$ cat config.mk
export PLATFORM = sky130hd
export DESIGN_NAME = uart_rx_ctrl
export DESIGN_NICKNAME = d
export VERILOG_FILES = /design/src/rtl/uart_rx_ctrl.sv
export SDC_FILE = /design/constraint.sdc
export NUM_CORES = 1
export LEC_CHECK = 0
export ABC_AREA = 1
export BUFFER_PORTS_ARGS = -buffer_cell sky130_fd_sc_hd__buf_2
export CORE_MARGIN = 2
export CORE_UTILIZATION = 45
export DETAILED_ROUTE_END_ITERATION = 10
export PLACE_DENSITY = 0.77
export SLEW_MARGIN = 30
export SYNTH_ARGS = -nofsm -noshare
export SYNTH_HDL_FRONTEND = slang
export SYNTH_SLANG_ARGS = --single-unit
export TNS_END_PERCENT = 100
$ cat constraint.sdc
create_clock -name clk -period 1.65 [get_ports clk]
set_input_delay 0.165 -clock clk [delete_from_list [all_inputs] [get_ports clk]]
set_output_delay 0.165 -clock clk [all_outputs]
set_load 0.005 [all_outputs]
$ cat src/rtl/uart_rx_ctrl.sv
// rtl/uart_rx_ctrl.sv - UART receive sequencing FSM: edge/bit counters, check strobes, frame qualification
// Optional dropped-frame counter enabled by UART_RX_ERR_CNT_EN.
module uart_rx_ctrl #(
    parameter int DATA_W     = 8,
    parameter int PRESCALE_W = 6
) (
    input  logic                      clk,
    input  logic                      rst,
    input  logic                      RX_IN,
    input  logic                      PAR_EN,
    input  logic [PRESCALE_W-1:0]     Prescale,
    input  logic                      strt_glitch,
    input  logic                      par_error,
    input  logic                      stp_error,
    output logic [PRESCALE_W-1:0]     edge_cnt,
    output logic [$clog2(DATA_W)-1:0] bit_cnt,
    output logic                      dat_samp_en,
    output logic                      strt_chk_en,
    output logic                      deser_en,
    output logic                      par_chk_en,
    output logic                      stp_chk_en,
    output logic                      data_valid,
    output logic                      frame_err,
    output logic [7:0]                err_cnt
);
    localparam int BW = $clog2(DATA_W);

    typedef enum logic [2:0] {
        S_IDLE, S_START, S_DATA, S_PARITY, S_STOP, S_WAIT_IDLE
    } state_t;

    state_t                r_state;
    logic [PRESCALE_W-1:0] r_edge;
    logic [PRESCALE_W-1:0] r_p;
    logic [BW-1:0]         r_bit;
    logic                  r_par_en;
    logic                  r_perr;
    logic                  r_strt_chk_en;
    logic                  r_deser_en;
    logic                  r_par_chk_en;
    logic                  r_stp_chk_en;

    logic [PRESCALE_W-1:0] w_p_dec;
    logic [PRESCALE_W-1:0] w_sp;
    logic [PRESCALE_W-1:0] w_spm1;
    logic [PRESCALE_W-1:0] w_ev;
    logic [PRESCALE_W-1:0] w_last;
    logic [PRESCALE_W-1:0] w_edge_inc;
    logic                  w_resolve;

    always_comb begin
        w_p_dec = PRESCALE_W'(8);
        if (Prescale == PRESCALE_W'(16))
            w_p_dec = PRESCALE_W'(16);
        else if (Prescale == PRESCALE_W'(32))
            w_p_dec = PRESCALE_W'(32);
    end

    assign w_sp       = (r_p >> 1) + PRESCALE_W'(2);
    assign w_spm1     = w_sp - PRESCALE_W'(1);
    assign w_ev       = w_sp + PRESCALE_W'(1);
    assign w_last     = r_p - PRESCALE_W'(1);
    assign w_edge_inc = (r_edge == w_last) ? '0 : r_edge + PRESCALE_W'(1);

    // stp_error is only valid in the EV cycle, so the frame verdict is decoded straight from it
    assign w_resolve  = (r_state == S_STOP) && (r_edge == w_ev);
    assign data_valid = w_resolve && !stp_error && !r_perr;
    assign frame_err  = w_resolve && (stp_error || r_perr);

    assign edge_cnt    = r_edge;
    assign bit_cnt     = r_bit;
    assign dat_samp_en = (r_state == S_START) || (r_state == S_DATA) ||
                         (r_state == S_PARITY) || (r_state == S_STOP);
    assign strt_chk_en = r_strt_chk_en;
    assign deser_en    = r_deser_en;
    assign par_chk_en  = r_par_chk_en;
    assign stp_chk_en  = r_stp_chk_en;

    // Strobes are registered one edge early so they coincide with edge_cnt==SP
    always_ff @(posedge clk or posedge rst) begin
        if (rst) begin
            r_state       <= S_IDLE;
            r_edge        <= '0;
            r_p           <= PRESCALE_W'(8);
            r_bit         <= '0;
            r_par_en      <= 1'b0;
            r_perr        <= 1'b0;
            r_strt_chk_en <= 1'b0;
            r_deser_en    <= 1'b0;
            r_par_chk_en  <= 1'b0;
            r_stp_chk_en  <= 1'b0;
        end else begin
            r_strt_chk_en <= 1'b0;
            r_deser_en    <= 1'b0;
            r_par_chk_en  <= 1'b0;
            r_stp_chk_en  <= 1'b0;
            case (r_state)
                S_IDLE: begin
                    r_edge <= '0;
                    r_bit  <= '0;
                    r_perr <= 1'b0;
                    if (!RX_IN) begin
                        r_state  <= S_START;
                        r_edge   <= PRESCALE_W'(1);
                        r_p      <= w_p_dec;
                        r_par_en <= PAR_EN;
                    end
                end
                S_START: begin
                    r_edge <= w_edge_inc;
                    if (r_edge == w_spm1)
                        r_strt_chk_en <= 1'b1;
                    if ((r_edge == w_ev) && strt_glitch) begin
                        r_state <= S_IDLE;
                        r_edge  <= '0;
                    end else if (r_edge == w_last) begin
                        r_state <= S_DATA;
                        r_bit   <= '0;
                    end
                end
                S_DATA: begin
                    r_edge <= w_edge_inc;
                    if (r_edge == w_spm1)
                        r_deser_en <= 1'b1;
                    if (r_edge == w_last) begin
                        if (r_bit == BW'(DATA_W - 1))
                            r_state <= r_par_en ? S_PARITY : S_STOP;
                        else
                            r_bit <= r_bit + BW'(1);
                    end
                end
                S_PARITY: begin
                    r_edge <= w_edge_inc;
                    if (r_edge == w_spm1)
                        r_par_chk_en <= 1'b1;
                    if (r_edge == w_ev)
                        r_perr <= par_error;
                    if (r_edge == w_last)
                        r_state <= S_STOP;
                end
                S_STOP: begin
                    r_edge <= w_edge_inc;
                    if (r_edge == w_spm1)
                        r_stp_chk_en <= 1'b1;
                    if (r_edge == w_ev) begin
                        r_state <= stp_error ? S_WAIT_IDLE : S_IDLE;
                        r_edge  <= '0;
                    end
                end
                S_WAIT_IDLE: begin
                    r_edge <= '0;
                    if (RX_IN)
                        r_state <= S_IDLE;
                end
                default: begin
                    r_state <= S_IDLE;
                    r_edge  <= '0;
                end
            endcase
        end
    end

`ifdef UART_RX_ERR_CNT_EN
    logic [7:0] r_err_cnt;

    always_ff @(posedge clk or posedge rst) begin
        if (rst)
            r_err_cnt <= 8'h00;
        else if (frame_err && (r_err_cnt != 8'hFF))
            r_err_cnt <= r_err_cnt + 8'd1;
    end

    assign err_cnt = r_err_cnt;
`else
    assign err_cnt = 8'h00;
`endif

endmodule

==> impl_metrics.json <==
{
  "hold_violations": 0,
  "wl_per_cell_um": 11.7,
  "clkPwrFrac_pct": 8.3,
  "area_growth_syn_to_layout_pct": 30.4,
  "critPathLaunchType": "flip-flop",
  "fp.dieH_um": 62.2,
  "cts_buffers": 3,
  "synth-edff-count": 0,
  "track_usage_pct": 17.6,
  "arrival_ns": 1.56,
  "yosys_warnings": 0,
  "reg2reg_from": "r_p[3]$_DFFE_PP1P_",
  "vias": 1409,
  "cp_common_cell": "nand2_2",
  "hold_class": "in -> reg",
  "htreeDepth": 1,
  "rsz0062_at_grt": "yes",
  "syn_area_um2": 1520,
  "finalMaxSlewViolations": 0,
  "io_pins": 37,
  "cp_cell_sequence": "inv_2 > buf_6 > nand2_2 > nand2_2 > nor2_4 > nand3_2 > nor3_2 > buf_2",
  "numClockSinks": 21,
  "p_seq_share_pct": 25.6,
  "drive_gt1_share_pct": 43.7,
  "peakVddDrop_mv": 0.769,
  "async_reset_ff_share_pct": 100,
  "min_period_over_period_pct": 105,
  "worst-r2r-setup-slack_ns": -0.07,
  "r2r_cells": 9,
  "final.setup.worst_slack_ns": -0.0784,
  "clk_pin_slew_ns": 0.12,
  "grt_pass1_vias": 1215,
  "grt_max_degree": 22,
  "cp_num_buf_inv": 3,
  "period_needed_ns": 1.73,
  "drt_first_pass_iters": 4,
  "cpPeakStageDelay_ns": 0.55,
  "violations": "setup timing",
  "antenna_cells": 0,
  "required_ns": 1.48,
  "final_cell_mix": "35 x nand2_1, 28 x buf_2, 21 x nor2_1",
  "path_max_fanout": 3,
  "p_leak_nw": 1.02,
  "start_util_pct": 46.4,
  "die_w_um": 62.2,
  "port_buffers": 28,
  "path_class": "reg -> out",
  "hold_end": "edge_cnt[0]$_DFF_PP0_",
  "cts_root_buffer": "clkbuf_4",
  "first_iter_violations": 64,
  "p_int_w": 0.00162,
  "cts_tree": "yes",
  "final_common_cell": "nand2_1",
  "min_from": "RX_IN",
  "synth_ff_type": "dfrtp_1",
  "power.share.switching_pct": 46.5,
  "routed_wirelength_um": 3430,
  "ant_nets": 0,
  "grt_pass1_wl_um": 5470,
  "fillers": 313,
  "grt_overflow_total": 0,
  "maxCapViolations": 0,
  "status": "finished, violations left",
  "holdWs_ns": 0.0582,
  "syn_inst": 195,
  "fin_setup_tns_ns": -0.435,
  "clock_latency_ns": 0.31,
  "finalSetupViolCount": 11,
  "core_area_um2": 3280,
  "fmax_ghz": 0.579,
  "cp_slowest_cell": "dfstp_2",
  "worst_setup_path_end_kind": "primary output",
  "cp_top_family": "flip-flops",
  "clk_path_buf_depth": 2,
  "dieArea_um2": 3870,
  "ys_ff_latch": 21,
  "gp_congestion": 0.875,
  "antenna_found_initial": 0,
  "synth.distinct_cells": 34,
  "routed_via_density": 4.81,
  "syn_area_per_cell_um2": 7.82,
  "drcViolationCount": 0,
  "dp_hpwl_um": 2520,
  "ys_seq_area_share_pct": 34.6,
  "switchingPower_w": 0.00141,
  "p_per_area_nw_per_um2": 1530,
  "power_frac_comb_pct": 66.2,
  "hold_depth": 2,
  "crit_cells": 8,
  "reg2reg_to": "bit_cnt[0]$_DFFE_PP0P_",
  "nNetsFinal": 266,
  "rows": 21,
  "finalClockSkew_ns": 0.00948
}
state kept, by name (all words and copies together), names as in the netlist, 3 cells and up:
name / count
bit_cnt: 3
edge_cnt: 6
r_p: 3
r_state: 3
power groups by stage:
stage	clock [W]	combinational (W)	sequential, W
CTS	0.000257	0.00182	0.000783
floorplan	0	0.00119	0.000805
detailed placement	0	0.00167	0.000779
global route	0.000280	0.00222	0.000794
global placement	0	0.00163	0.000775
finish	0.000251	0.00201	0.000775
worst max-delay path by stage:
stage,from,to,slack [ns]
2_1_floorplan,r_p[3]$_DFFE_PP1P_,bit_cnt[0]$_DFFE_PP0P_,0.02
3_3_place_gp,r_p[3]$_DFFE_PP1P_,bit_cnt[0]$_DFFE_PP0P_,-0.008
3_5_place_dp,r_p[3]$_DFFE_PP1P_,bit_cnt[0]$_DFFE_PP0P_,-0.05
4_1_cts,r_p[3]$_DFFE_PP1P_,data_valid,-0.11
5_1_grt,r_p[3]$_DFFE_PP1P_,bit_cnt[2]$_DFFE_PP0P_,-0.17
6_report,r_p[3]$_DFFE_PP1P_,data_valid,-0.08
through the flow:
stage	total power (W)	cells	util [%]	cell area, um^2	worst slack [ns]
3_5_place_dp	0.00245	279	54.5	1790	-0.0508
3_3_place_gp	0.00241	279	54.5	1790	-0.00827
6_report	0.00303	293	60.5	1990	-0.0784
5_1_grt	0.00329	293	60.5	1990	-0.169
4_1_cts	0.00286	287	57.9	1900	-0.114
2_1_floorplan	0.00199	202	-	1570	0.0173
synth_stat cells (2+ instances only):
cell type  number  area, um^2
nor2_4          4        45.0
nand3_1        17        85.1
nor2_2          4        25.0
ha_1            5        62.6
a21oi_1         2        10.0
dfrtp_1        20         500
nor3_1          2        10.0
o21ai_0         3        15.0
nand2_2         9        56.3
nand2_1        39         146
a21oi_2         2        17.5
a31oi_1         2        12.5
o21ai_1         2        10.0
buf_4           8        60.1
nand3_2         3        30.0
nand2_4         4        45.0
xor2_1          3        26.3
nand3_4         2        35.0
inv_2           7        26.3
inv_1          19        71.3
nand3b_1        2        15.0
nor2_1         24        90.1
layer usage:
| layer | vias to the layer above | GRT usage, % | wire length, um |
|---|---|---|---|
| met5 | - | 0 | 0 |
| met3 | 9 | 1.99 | 144 |
| met4 | 0 | 5.83 | 68 |
| met2 | 41 | 28.0 | 1620 |
| li1 | 716 | - | - |
| met1 | 643 | 25.3 | 1600 |
layout make-up:
cell class / instances / area (um^2) / area share, %
inverters: 26 / 97.6 / 4.91
flip-flops and latches: 21 / 528 / 26.6
well taps: 46 / 57.6 / 2.90
clock buffers: 4 / 26.3 / 1.32
repair buffers: 49 / 312 / 15.7
multi-input cells: 147 / 966 / 48.6
cells by family after synthesis:
family,share of synthesized area [%]
simple gates,40.6
buf+inv,10.3
flops,34.6
compound gates,7.06
fa+ha+maj,4.11
xor+xnor,2.30
other cells,0.246
mux,0.739
timing repair:
item	in CTS	in global routing
hold buffers	1	0
gates resized for setup	14	10
pin swaps	14	11
setup endpoints to repair	12	14
endpoints found under the hold margin	20	0
buffers inserted	3	7
Note: power is estimated with default switching activity, not from simulation.
